--- src/rtl/sevseg_scan_if.sv ---
// sevseg_scan_if: valid/ready handshake carrying a signed {A, B} byte pair to the scan controller.
interface sevseg_scan_if;
    logic       in_valid;
    logic       in_ready;
    logic [7:0] num_a;
    logic [7:0] num_b;
    modport master (output in_valid, num_a, num_b, input in_ready);
    modport slave  (input in_valid, num_a, num_b, output in_ready);
endinterface

--- src/rtl/sevseg_scan_ctrl.sv ---
// sevseg_scan_ctrl: 4-digit multiplexed seven-segment scanner showing two signed bytes as sign + hex magnitude.
module sevseg_scan_ctrl #(
    parameter int   PRESCALE = 250,
    parameter bit   BLANK_LZ = 1,
    parameter logic led_on   = 1'b0,
    parameter logic led_off  = 1'b1
) (
    input  logic         clk,
    input  logic         rst_n,
    sevseg_scan_if.slave bus,
    output logic [3:0]   an,
    output logic [3:0]   nibble,
    output logic         sign_a,
    output logic         sign_b,
    output logic         frame_done
);
    localparam int CW = $clog2(PRESCALE);

    logic [CW-1:0] cnt;
    logic [1:0]    idx;
    logic [7:0]    disp_a, disp_b, pend_a, pend_b;
    logic          pend_v;
    logic          last, xfer, blank;
    logic [7:0]    m;

    function automatic logic [7:0] mag(input logic [7:0] x);
        return x[7] ? ~x + 8'd1 : x;
    endfunction

    always_comb begin
        last         = cnt == CW'(PRESCALE - 1);
        frame_done   = last && idx == 2'd3;
        bus.in_ready = !pend_v;
        xfer         = bus.in_valid && !pend_v;
        m            = mag(idx[1] ? disp_b : disp_a);
        nibble       = idx[0] ? m[7:4] : m[3:0];
        // first cycle of each slot stays dark so the previous digit never ghosts
        blank        = cnt == '0 || (BLANK_LZ && idx[0] && m[7:4] == 4'd0);
        an           = blank ? 4'b1111 : ~(4'b0001 << idx);
        sign_a       = disp_a[7] ? led_on : led_off;
        sign_b       = disp_b[7] ? led_on : led_off;
    end

    always_ff @(posedge clk) begin
        if (!rst_n) begin
            cnt    <= '0;
            idx    <= 2'd0;
            disp_a <= 8'h00;
            disp_b <= 8'h00;
            pend_a <= 8'h00;
            pend_b <= 8'h00;
            pend_v <= 1'b0;
        end else begin
            cnt <= last ? '0 : cnt + CW'(1);
            if (last)
                idx <= idx + 2'd1;
            if (frame_done && pend_v) begin
                disp_a <= pend_a;
                disp_b <= pend_b;
                pend_v <= 1'b0;
            end else if (frame_done && xfer) begin
                disp_a <= bus.num_a;
                disp_b <= bus.num_b;
            end else if (xfer) begin
                pend_a <= bus.num_a;
                pend_b <= bus.num_b;
                pend_v <= 1'b1;
            end
        end
    end
endmodule

--- src/flat_wrapper.sv ---
// flat-port wrapper written by rule: the top's interface ports become plain ports
module sevseg_scan_ctrl_flat 
#(
    parameter int   PRESCALE = 250,
    parameter bit   BLANK_LZ = 1,
    parameter logic led_on   = 1'b0,
    parameter logic led_off  = 1'b1
)
  (clk, rst_n, an, nibble, sign_a, sign_b, frame_done, bus_in_valid, bus_num_a, bus_num_b, bus_in_ready);
  sevseg_scan_if bus_i ();
  input  logic clk;
  input  logic rst_n;
  output logic [3:0] an;
  output logic [3:0] nibble;
  output logic sign_a;
  output logic sign_b;
  output logic frame_done;
  input wire logic [$bits(bus_i.in_valid)-1:0] bus_in_valid;
  input wire logic [$bits(bus_i.num_a)-1:0] bus_num_a;
  input wire logic [$bits(bus_i.num_b)-1:0] bus_num_b;
  output wire logic [$bits(bus_i.in_ready)-1:0] bus_in_ready;
  assign bus_i.in_valid = bus_in_valid;
  assign bus_i.num_a = bus_num_a;
  assign bus_i.num_b = bus_num_b;
  assign bus_in_ready = bus_i.in_ready;
  sevseg_scan_ctrl #(.PRESCALE(PRESCALE), .BLANK_LZ(BLANK_LZ), .led_on(led_on), .led_off(led_off)) u_core (.clk(clk), .rst_n(rst_n), .bus(bus_i), .an(an), .nibble(nibble), .sign_a(sign_a), .sign_b(sign_b), .frame_done(frame_done));
endmodule
--- config.mk ---
export PLATFORM = sky130hd
export DESIGN_NAME = sevseg_scan_ctrl_flat
export DESIGN_NICKNAME = d
export VERILOG_FILES = /design/src/rtl/sevseg_scan_if.sv /design/src/rtl/sevseg_scan_ctrl.sv /design/src/flat_wrapper.sv
export SDC_FILE = /design/constraint.sdc
export NUM_CORES = 1
export LEC_CHECK = 0
export ABC_AREA = 1
export CAP_MARGIN = 15
export CORE_MARGIN = 1.5
export CORE_UTILIZATION = 45
export DETAILED_ROUTE_END_ITERATION = 16
export HOLD_SLACK_MARGIN = 0.1
export PLACE_DENSITY = 0.8
export SYNTH_ARGS = -nofsm -noshare
export SYNTH_HDL_FRONTEND = slang
export SYNTH_SLANG_ARGS = --single-unit
--- constraint.sdc ---
create_clock -name clk -period 3.21 [get_ports clk]
set_clock_uncertainty 0.2 [all_clocks]
set_input_delay 0.642 -clock clk [delete_from_list [all_inputs] [get_ports clk]]
set_output_delay 0.642 -clock clk [all_outputs]
set_load 0.01 [all_outputs]
==> results of run 1 <==
cells in the mapped netlist:
library cell  count  area share
or2_2             1      0.0028
nor4_1            1      0.0028
nand2_4           1      0.0051
clkinv_1          1      0.0017
buf_2             5       0.011
o21a_1            1      0.0034
nor3b_2           1      0.0056
nor3b_1           2      0.0068
buf_4             1      0.0034
nand4_1           2      0.0056
clkbuf_1          4      0.0068
xor2_1            1      0.0040
nor3_2            1      0.0045
nor3_1            1      0.0023
and3_1            1      0.0028
inv_1            41       0.069
a211oi_1          1      0.0034
a21oi_1          41       0.093
inv_2             2      0.0034
buf_6             3       0.015
nand2_1          65        0.11
nand3b_1          1      0.0034
nand2_2           3      0.0085
nor2_1           11       0.019
o21ai_0          29       0.066
nand3_2           2      0.0090
ha_1              8       0.045
dfxtp_1          43        0.39
clkinv_2          2      0.0045
a21boi_0          1      0.0034
o21ai_1          26       0.059
nand3_1          14       0.032
cell families after synthesis:
group / Yosys count / share of synthesized area
buffers and inverters: 59 / 0.116
adder cells (fa/ha/maj): 8 / 0.0452
AO/OA/AOI/OAI: 99 / 0.227
flip-flops: 43 / 0.388
XOR/XNOR: 1 / 0.00395
AND/OR/NAND/NOR: 107 / 0.220
worst max-delay path by stage:
| stage | endpoint | slack, ns | cells past startpoint |
|---|---|---|---|
| 2_1_floorplan | an[0] | 0.87 | 12 |
| 3_3_place_gp | an[3] | 0.36 | 14 |
| 3_5_place_dp | an[0] | 0.26 | 14 |
| 4_1_cts | an[0] | 0.006 | 13 |
| 5_1_grt | nibble[2] | 0.002 | 11 |
| 6_report | nibble[2] | 0.18 | 11 |
critical path: cells and delay by family, from the launching register on:
kind	cells	cell delay, ns
buffers and inverters	3	0.71
and+or+nand+nor	6	0.49
DFF	1	0.38
adders and majority gates	1	0.18
AOI/OAI and AO/OA	1	0.13
area by class of cell:
class                           count  area (µm²)  area share
Clock buffer                        6        72.6      0.0271
Tap cell                           67        83.8      0.0313
Multi-Input combinational cell    215        1110       0.413
Timing Repair Buffer               34         340       0.127
Inverter                           46         178      0.0664
Sequential cell                    43         865       0.323
Clock inverter                      1        30.0      0.0112
layer usage:
| layer | up-vias | track usage |
|---|---|---|
| met1 | 899 | 0.253 |
| met5 | - | 0 |
| met3 | 4 | 0.0331 |
| met4 | 0 | 0.0692 |
| li1 | 1088 | - |
| met2 | 42 | 0.267 |
flip-flops by register name, indices dropped and copies added (netlist names):
signal	flops
u_core.disp_b	8
u_core.pend_v	1
u_core.cnt	8
u_core.pend_b	8
u_core.pend_a	8
u_core.disp_a	8
u_core.idx	2
per-stage QoR:
stage	hold WS [ns]	instances
floorplan	0.245	317
global placement	0.268	405
detailed placement	0.280	405
CTS	0.293	412
global route	0.304	412
finish	0.291	412
repair_timing:
action                     CTS  global route
pin swaps                    0             0
gates cloned                 0             0
setup endpoints to repair    4             7
resized for setup            1             8
setup buffers                0             0
power groups by stage:
stage	logic, mW	registers (mW)	clock network, mW
2_1_floorplan	0.0589	0.573	0
3_3_place_gp	0.0984	0.575	0
3_5_place_dp	0.101	0.576	0
4_1_cts	0.101	0.563	0.410
5_1_grt	0.115	0.565	0.431
6_report	0.100	0.563	0.403
==> summary.txt, run 1 <==
Run status
  – Status: complete, no violations

Clocking
  – Max H-tree Level: 2
  – CTS root buf: clkbuf_8
  – CTS Buffer Depth: 2
  – Total CTS buffers: 5
  – Clk pin slew, worst setup/hold paths: 0.08 ns
  – Clk_lat worst skew: 0.29 ns
  – Hold buffer count at CTS: 0
  – CTS tree: built
  – CTS Sinks: 43

Synthesis
  – Syn Area/Cell: 6.99 µm²
  – Mapped Nets: 344
  – Cell count after synthesis: 317
  – #FFs+latches synth: 43
  – Synth cell types: 32
  – Post-synthesis sequential area ratio: 0.388
  – Syn Std Cell Area: 2220 µm²
  – Syn. warnings: 0

Floorplan
  – Core area: 4720 µm²
  – Die Span X: 73.2 µm
  – Initial cell density of the core: 0.469
  – Die footprint: 5350 µm²
  – Placement row count: 25
  – IO Pins: 31
  – Die H: 73.2 µm

Run
  – MaxCap Viol Count: 0

Route
  – Initial DRC count: 96
  – Via count: 2033
  – Met3 WL post-DR: 171 µm
  – Total iterations of the first detailed-routing run: 5
  – Routed Antenna Nets: 0
  – Total wire length: 4450 µm
  – Top layer in use: met4
  – Drt via density: 4.93
  – DR WL met2: 1910 µm
  – WL/cell: 10.8 µm
  – # DRC: 0
  – Met1 Routed Length: 2290 µm

STA
  – Final period utilization: 0.943
  – # setup viols final: 0
  – Max Clock Freq: 330 MHz
  – Final min period: 3.03 ns
  – Final hold violation count: 0
  – Setup slack after layout: 0.183 ns
  – Unrepaired setup endpoints after global routing: no
  – Slew HR: 0.698
  – Setup TNS: 0 ns
  – Max Slew Vio Count: 0
  – Slew @ Worst Pin: 0.448 ns

Critical path
  – Worst path max stage delay: 0.54 ns
  – Crit end category: output port
  – Critical path cell sequence: inv_4 -> nand2_1 -> nand2_1 -> inv_1 -> ha_1 -> nand3_1 -> nand2_1 -> nand3b_1 -> nand2_1 -> a21oi_1 -> clkdlybuf4s50_1
  – Critical path type: reg2out
  – Reg-to-Reg End: u_core.disp_b[6]
  – CP Launch Type: flip-flop
  – CP Max Fanout: 11
  – Required @ worst endpoint: 2.37 ns
  – Cell mode on critical path: nand2_1
  – Critical Path Start: u_core.idx[1]
  – Worst reg2reg startpoint: u_core.idx[1]
  – R2R setup slack: 1.22 ns
  – Worst path slowest cell: clkdlybuf4s50_1
  – R2R depth: 8
  – WP data arrival: 2.19 ns

Min path
  – Worst hold path class: reg2reg
  – Worst Hold Path Cells: 1
  – HP Start: u_core.cnt[0]
  – Worst hold path endpoint: u_core.cnt[0]

Power and ir drop
  – Net Sw Frac: 0.223
  – Clock share of power: 0.378
  – Leakage power: 1.19 nW
  – Total power divided by cell area: 399 nW/µm²
  – Logic pwr share: 0.094
  – Sequential share of power: 0.528
  – Tot Pwr: 1.07 mW
  – Switch Pwr: 0.238 mW
  – Pint: 0.828 mW
  – Max VDD drop: 0.000343 V

GRT
  – First-pass GRT wire length: 7510 µm
  – GR Overflow Total: 0
  – Antenna violations before repair: 0
  – Total track usage: 0.178
  – Number of global-route vias before repair: 1703
  – Largest net degree at the start of global routing: 33

Placed design
  – Final HPWL DP: 3160 µm
  – I/O Buffers: 30
  – Gpl congestion: 0.868
  – Pre-CTS setup slack: 0.260 ns
  – Area after DPL: 2550 µm²

Finish
  – # diodes: 0
  – Commonest non-fill, non-tap cells in the layout: 64 x nand2_1, 42 x dfxtp_1, 41 x inv_1, 41 x a21oi_1, 29 x o21ai_0
  – Synthesis-to-finish area growth: 20.7%
  – Final Net Count: 372
  – Design Area, Final: 2680 µm²
  – Layout cells sized above 1: 0.0725
  – Fin util: 0.566
  – Commonest non-fill, non-tap cell in the layout: nand2_1
  – Fillers: 442
No activity file was read; power rests on OpenSTA's default activity.
==> run 2: changes to the inputs <==
- MAX_ROUTING_LAYER: default -> met4
==> summary.txt, run 2 (same netlist as run 1, synthesis figures left out) <==
Power and ir drop
  – Sequential share of power: 0.528 (about the same)
  – Switch Pwr: 0.238 mW (about the same)
  – Total power divided by cell area: 398 nW/µm² (was 399 nW/µm²)
  – Logic pwr share: 0.094 (about the same)
  – Clock share of power: 0.378 (about the same)
  – Pint: 0.828 mW (about the same)
  – Max VDD drop: 0.000342 V (was 0.000343 V)
  – Net Sw Frac: 0.223 (about the same)
  – Leakage power: 1.19 nW (unchanged)

Critical path
  – Reg-to-Reg End: u_core.disp_b[6] (unchanged)
  – R2R setup slack: 1.22 ns (about the same)
  – WP data arrival: 2.20 ns (was 2.19 ns)
  – Required @ worst endpoint: 2.37 ns (about the same)
  – Crit end category: output port (unchanged)
  – Critical path type: reg2out (unchanged)
  – R2R depth: 8 (unchanged)
  – CP Launch Type: flip-flop (unchanged)
  – CP Max Fanout: 8 (was 11)
  – Worst reg2reg startpoint: u_core.idx[1] (unchanged)

Floorplan
  – Die footprint: 5350 µm² (unchanged)
  – Initial cell density of the core: 0.469 (unchanged)
  – Core area: 4720 µm² (unchanged)
  – Placement row count: 25 (unchanged)
  – Die H: 73.2 µm (unchanged)
  – IO Pins: 31 (unchanged)
  – Die Span X: 73.2 µm (unchanged)

STA
  – Setup slack after layout: 0.172 ns (was 0.183 ns)
  – Slew HR: 0.671 (was 0.698)
  – # setup viols final: 0 (unchanged)
  – Final hold violation count: 0 (unchanged)
  – Max Slew Vio Count: 0 (unchanged)
  – Final min period: 3.04 ns (was 3.03 ns)
  – Slew @ Worst Pin: 0.488 ns (was 0.448 ns)
  – Unrepaired setup endpoints after global routing: no (unchanged)
  – Setup TNS: 0 ns (unchanged)
  – Final period utilization: 0.946 (was 0.943)
  – Max Clock Freq: 329 MHz (was 330 MHz)

Run status
  – Status: complete, no violations (unchanged)

Route
  – Initial DRC count: 115 (was 96)
  – Total wire length: 4440 µm (was 4450 µm)
  – # DRC: 0 (unchanged)
  – Total iterations of the first detailed-routing run: 4 (was 5)
  – WL/cell: 10.8 µm (about the same)
  – Routed Antenna Nets: 0 (unchanged)
  – Via count: 2033 (unchanged)
  – Drt via density: 4.93 (unchanged)

Finish
  – Final Non-Filler Cells: 412 (unchanged)
  – Synthesis-to-finish area growth: 20.7% (unchanged)
  – Layout cells sized above 1: 0.0725 (unchanged)
  – Final Net Count: 372 (unchanged)
  – Commonest non-fill, non-tap cells in the layout: 64 x nand2_1, 42 x dfxtp_1, 41 x inv_1, 41 x a21oi_1, 29 x o21ai_0 (unchanged)
  – Commonest non-fill, non-tap cell in the layout: nand2_1 (unchanged)
  – Design Area, Final: 2680 µm² (unchanged)
  – # diodes: 0 (unchanged)

Clocking
  – Clk_lat worst skew: 0.29 ns (about the same)
  – CTS tree: built (unchanged)
  – Setup Fix Bufs, Post-CTS: 0 (unchanged)
  – Total CTS buffers: 5 (unchanged)
  – Clk pin slew, worst setup/hold paths: 0.08 ns (about the same)
  – CTS root buf: clkbuf_8 (unchanged)
  – CTS Sinks: 43 (unchanged)
  – CTS Buffer Depth: 2 (unchanged)
  – Max H-tree Level: 2 (unchanged)

GRT
  – GR Overflow Total: 0 (unchanged)
  – Largest net degree at the start of global routing: 33 (unchanged)
  – Number of global-route vias before repair: 1704 (was 1703)
  – Total track usage: 0.183 (was 0.178)
  – Antenna violations before repair: 0 (unchanged)
  – First-pass GRT wire length: 7510 µm (unchanged)

Min path
  – Worst hold path endpoint: u_core.cnt[0] (unchanged)
  – HP Start: u_core.cnt[0] (unchanged)
  – Worst Hold Path Cells: 1 (unchanged)
  – Worst hold path class: reg2reg (unchanged)

Run
  – MaxCap Viol Count: 0 (unchanged)

Placed design
  – Final HPWL DP: 3160 µm (unchanged)
  – Pre-CTS setup slack: 0.260 ns (unchanged)
  – Area after DPL: 2550 µm² (unchanged)
  – Gpl congestion: 0.882 (was 0.868)
  – Dpl cells: 405 (unchanged)
  – I/O Buffers: 30 (unchanged)
run 2: cell counts in the layout (fill, tap and decap cells not counted):
Identical to the previous run, type by type.
run 2: area by class of cell:
class                      count  area [µm²]
timing repair buffer          34         340
sequential                    43         865
inverter                      46         178
clock buffer                   6        72.6
tap                           67        83.8
clock inverter                 1        30.0
multi-input combinational    215        1110
fill                         442        2050
run 2: routing by layer:
metal  global-route usage  part of all wire  up-vias
li1                     -                 -     1089
met1                0.253              0.51      898
met2                0.267              0.43       42
met3               0.0331             0.041        4
met4               0.0692             0.016        0
met5                    -                 0        -
run 2: what timing repair did:
item,CTS,global route
hold buffers,0,0
endpoints found under the hold margin,0,0
gates resized for setup,1,8
endpoints found under the setup margin,4,7
run 2: worst max path at each step:
stage	from	endpoint	slack [ns]
6_report	u_core.idx[1]	nibble[1]	0.17
5_1_grt	u_core.idx[1]	nibble[2]	0.002
4_1_cts	u_core.idx[1]	an[0]	0.006
3_5_place_dp	u_core.idx[1]	an[0]	0.26
3_3_place_gp	u_core.idx[1]	an[3]	0.36
2_1_floorplan	u_core.idx[1]	an[0]	0.87
run 2: power groups by stage:
stage	sequential [mW]	clock (mW)	combinational (mW)
after floorplan	0.573	0	0.0589
after global placement	0.575	0	0.0984
after CTS	0.563	0.410	0.101
after global routing	0.565	0.431	0.115
after detailed placement	0.576	0	0.101
final	0.563	0.403	0.100
run 2: per-stage QoR:
stage / util / total power, mW / hold slack, ns
final: 0.566 / 1.07 / 0.291
after global routing: 0.566 / 1.11 / 0.304
after global placement: 0.540 / 0.673 / 0.268
after CTS: 0.562 / 1.07 / 0.293
after floorplan: - / 0.632 / 0.245
after detailed placement: 0.540 / 0.677 / 0.280
run 2: critical path: stages (launching register included):
cell,delay [ns]
dfxtp_4,0.38
o21ai_0,0.42
inv_1,0.12
nand3_1,0.12
nand2_1,0.05
nand2_1,0.05
nand2_1,0.08
a21oi_1,0.13
clkdlybuf4s50_1,0.54
==> run 3: changes to the inputs <==
- CAP_MARGIN: 15 -> 20
- CORE_MARGIN: 1.5 -> 3
- CTS_CLUSTER_SIZE: default -> 24
==> summary.txt, run 3 (same netlist as run 1, synthesis figures left out) <==
Placed design
  – Final HPWL DP: 3250 µm (was 3160 µm)
  – Area after DPL: 2540 µm² (was 2550 µm²)
  – Gpl congestion: 0.884 (was 0.882)
  – I/O Buffers: 30 (unchanged)

Floorplan
  – Core area: 4560 µm² (was 4720 µm²)
  – Placement row count: 24 (was 25)
  – Initial cell density of the core: 0.485 (was 0.469)
  – Die H: 76.2 µm (was 73.2 µm)
  – IO Pins: 31 (unchanged)
  – Die Span X: 76.2 µm (was 73.2 µm)
  – Die footprint: 5800 µm² (was 5350 µm²)

STA
  – Unrepaired setup endpoints after global routing: no (unchanged)
  – # setup viols final: 0 (unchanged)
  – Max Clock Freq: 331 MHz (was 329 MHz)
  – Final hold violation count: 0 (unchanged)
  – Max Slew Vio Count: 0 (unchanged)
  – Final period utilization: 0.941 (was 0.946)
  – Setup TNS: 0 ns (unchanged)
  – Hold_ws: 0.285 ns (was 0.291 ns)
  – Final min period: 3.02 ns (was 3.04 ns)
  – Slew @ Worst Pin: 0.424 ns (was 0.488 ns)
  – Slew HR: 0.717 (was 0.671)

Power and ir drop
  – Total power divided by cell area: 404 nW/µm² (was 398 nW/µm²)
  – Leakage power: 1.22 nW (was 1.19 nW)
  – Max VDD drop: 0.000259 V (was 0.000342 V)

Finish
  – Synthesis-to-finish area growth: 20.4% (was 20.7%)
  – Design Area, Final: 2670 µm² (was 2680 µm²)
  – Commonest non-fill, non-tap cell in the layout: nand2_1 (unchanged)
  – Commonest non-fill, non-tap cells in the layout: 64 x nand2_1, 42 x dfxtp_1, 41 x inv_1, 41 x a21oi_1, 28 x o21ai_0 (was 64 x nand2_1, 42 x dfxtp_1, 41 x inv_1, 41 x a21oi_1, 29 x o21ai_0)
  – Layout cells sized above 1: 0.0783 (was 0.0725)
  – # diodes: 0 (unchanged)
  – Final Net Count: 371 (was 372)

Critical path
  – Crit end category: output port (unchanged)
  – Critical path type: reg2out (unchanged)
  – CP Max Fanout: 12 (was 8)
  – WP data arrival: 2.18 ns (was 2.20 ns)
  – Required @ worst endpoint: 2.37 ns (about the same)
  – CP Launch Type: flip-flop (unchanged)

Clocking
  – CTS tree: built (unchanged)
  – Clk pin slew, worst setup/hold paths: 0.08 ns (about the same)
  – Post-cts resize count: 9 (was 1)
  – CTS Sinks: 43 (unchanged)
  – Clk_lat worst skew: 0.30 ns (was 0.29 ns)
  – Hold buffer count at CTS: 0 (unchanged)
  – Total CTS buffers: 5 (unchanged)
  – CTS Buffer Depth: 2 (unchanged)
  – CTS root buf: clkbuf_8 (unchanged)
  – Setup Fix Bufs, Post-CTS: 0 (unchanged)
  – Max H-tree Level: 2 (unchanged)

Route
  – Total wire length: 4650 µm (was 4440 µm)
  – Total iterations of the first detailed-routing run: 4 (unchanged)
  – Initial DRC count: 135 (was 115)
  – DR WL met2: 2050 µm (was 1920 µm)
  – Routed Antenna Nets: 0 (unchanged)
  – Via count: 2071 (was 2033)
  – Top layer in use: met4 (unchanged)
  – Met3 WL post-DR: 221 µm (was 182 µm)
  – WL/cell: 11.3 µm (was 10.8 µm)
  – # DRC: 0 (unchanged)
  – Met1 Routed Length: 2300 µm (was 2270 µm)
  – Drt via density: 5.05 (was 4.93)

GRT
  – First-pass GRT wire length: 7870 µm (was 7510 µm)
  – Antenna violations before repair: 0 (unchanged)
  – GR Overflow Total: 0 (unchanged)
  – Total track usage: 0.166 (was 0.183)
  – Largest net degree at the start of global routing: 33 (unchanged)
  – Number of global-route vias before repair: 1788 (was 1704)

Run status
  – Status: complete, no violations (unchanged)

Min path
  – Worst hold path class: reg2reg (unchanged)

Run
  – MaxCap Viol Count: 0 (unchanged)
==> run 3: changes by cell type in the layout (fill, tap and decap cells not counted), sizes merged <==
cell / before / now
buf: 4 / 3
clkinv: 3 / 5
dlymetal6s2s: 4 / 2
clkdlybuf4s50: 26 / 24
clkbuf: 6 / 5
dlygate4sd2: 0 / 4
==> run 3: area by class of cell <==
class | instances | area, µm²
Timing Repair Buffer | 33 | 327
Fill cell | 433 | 1900
Tap cell | 65 | 81.3
Clock buffer | 5 | 68.8
Clock inverter | 3 | 43.8
Inverter | 46 | 178
Sequential cell | 43 | 865
Multi-Input combinational cell | 215 | 1100
==> run 3: per-stage QoR <==
step	cells	util	power [mW]	setup WS, ns
after floorplan	317	-	0.632	0.867
after global routing	410	0.584	1.13	0.00631
after detailed placement	402	0.556	0.676	0.256
after CTS	410	0.582	1.09	0.0925
after global placement	402	0.556	0.673	0.321
final	410	0.584	1.08	0.190
==> run 3: report_power, final <==
part | switching, mW | leakage, nW | internal, mW
clock | 0.185 | 0.0581 | 0.232
sequential | 0.0108 | 0.352 | 0.552
combinational | 0.0532 | 0.811 | 0.0466
total | 0.249 | 1.22 | 0.830
==> run 3: worst paths after layout <==
check                     start                to  slack (ns)  cells after the start
setup / recovery  u_core.idx[1]         nibble[3]        0.19                      9
hold / removal    u_core.cnt[0]     u_core.cnt[0]        0.29                      1
setup reg to reg  u_core.cnt[1]  u_core.disp_a[0]        1.22                      9
hold reg to reg   u_core.cnt[0]     u_core.cnt[0]        0.29                      1
==> run 3: worst max-delay path: stages, from the launching register on <==
cell and delay, ns:
dfxtp_4 0.38, buf_6 0.14, nand2_1 0.08, nand2_1 0.09, nor2_1 0.22, nand2_1 0.08
nand2_1 0.07, xor2_1 0.08, a21boi_0 0.19, clkdlybuf4s50_1 0.56
==> run 3: metal layers <==
layer / vias to the layer above / GRT usage
met5: - / -
met4: 0 / 0.0779
met3: 8 / 0.0366
met2: 52 / 0.242
met1: 919 / 0.220
li1: 1092 / -
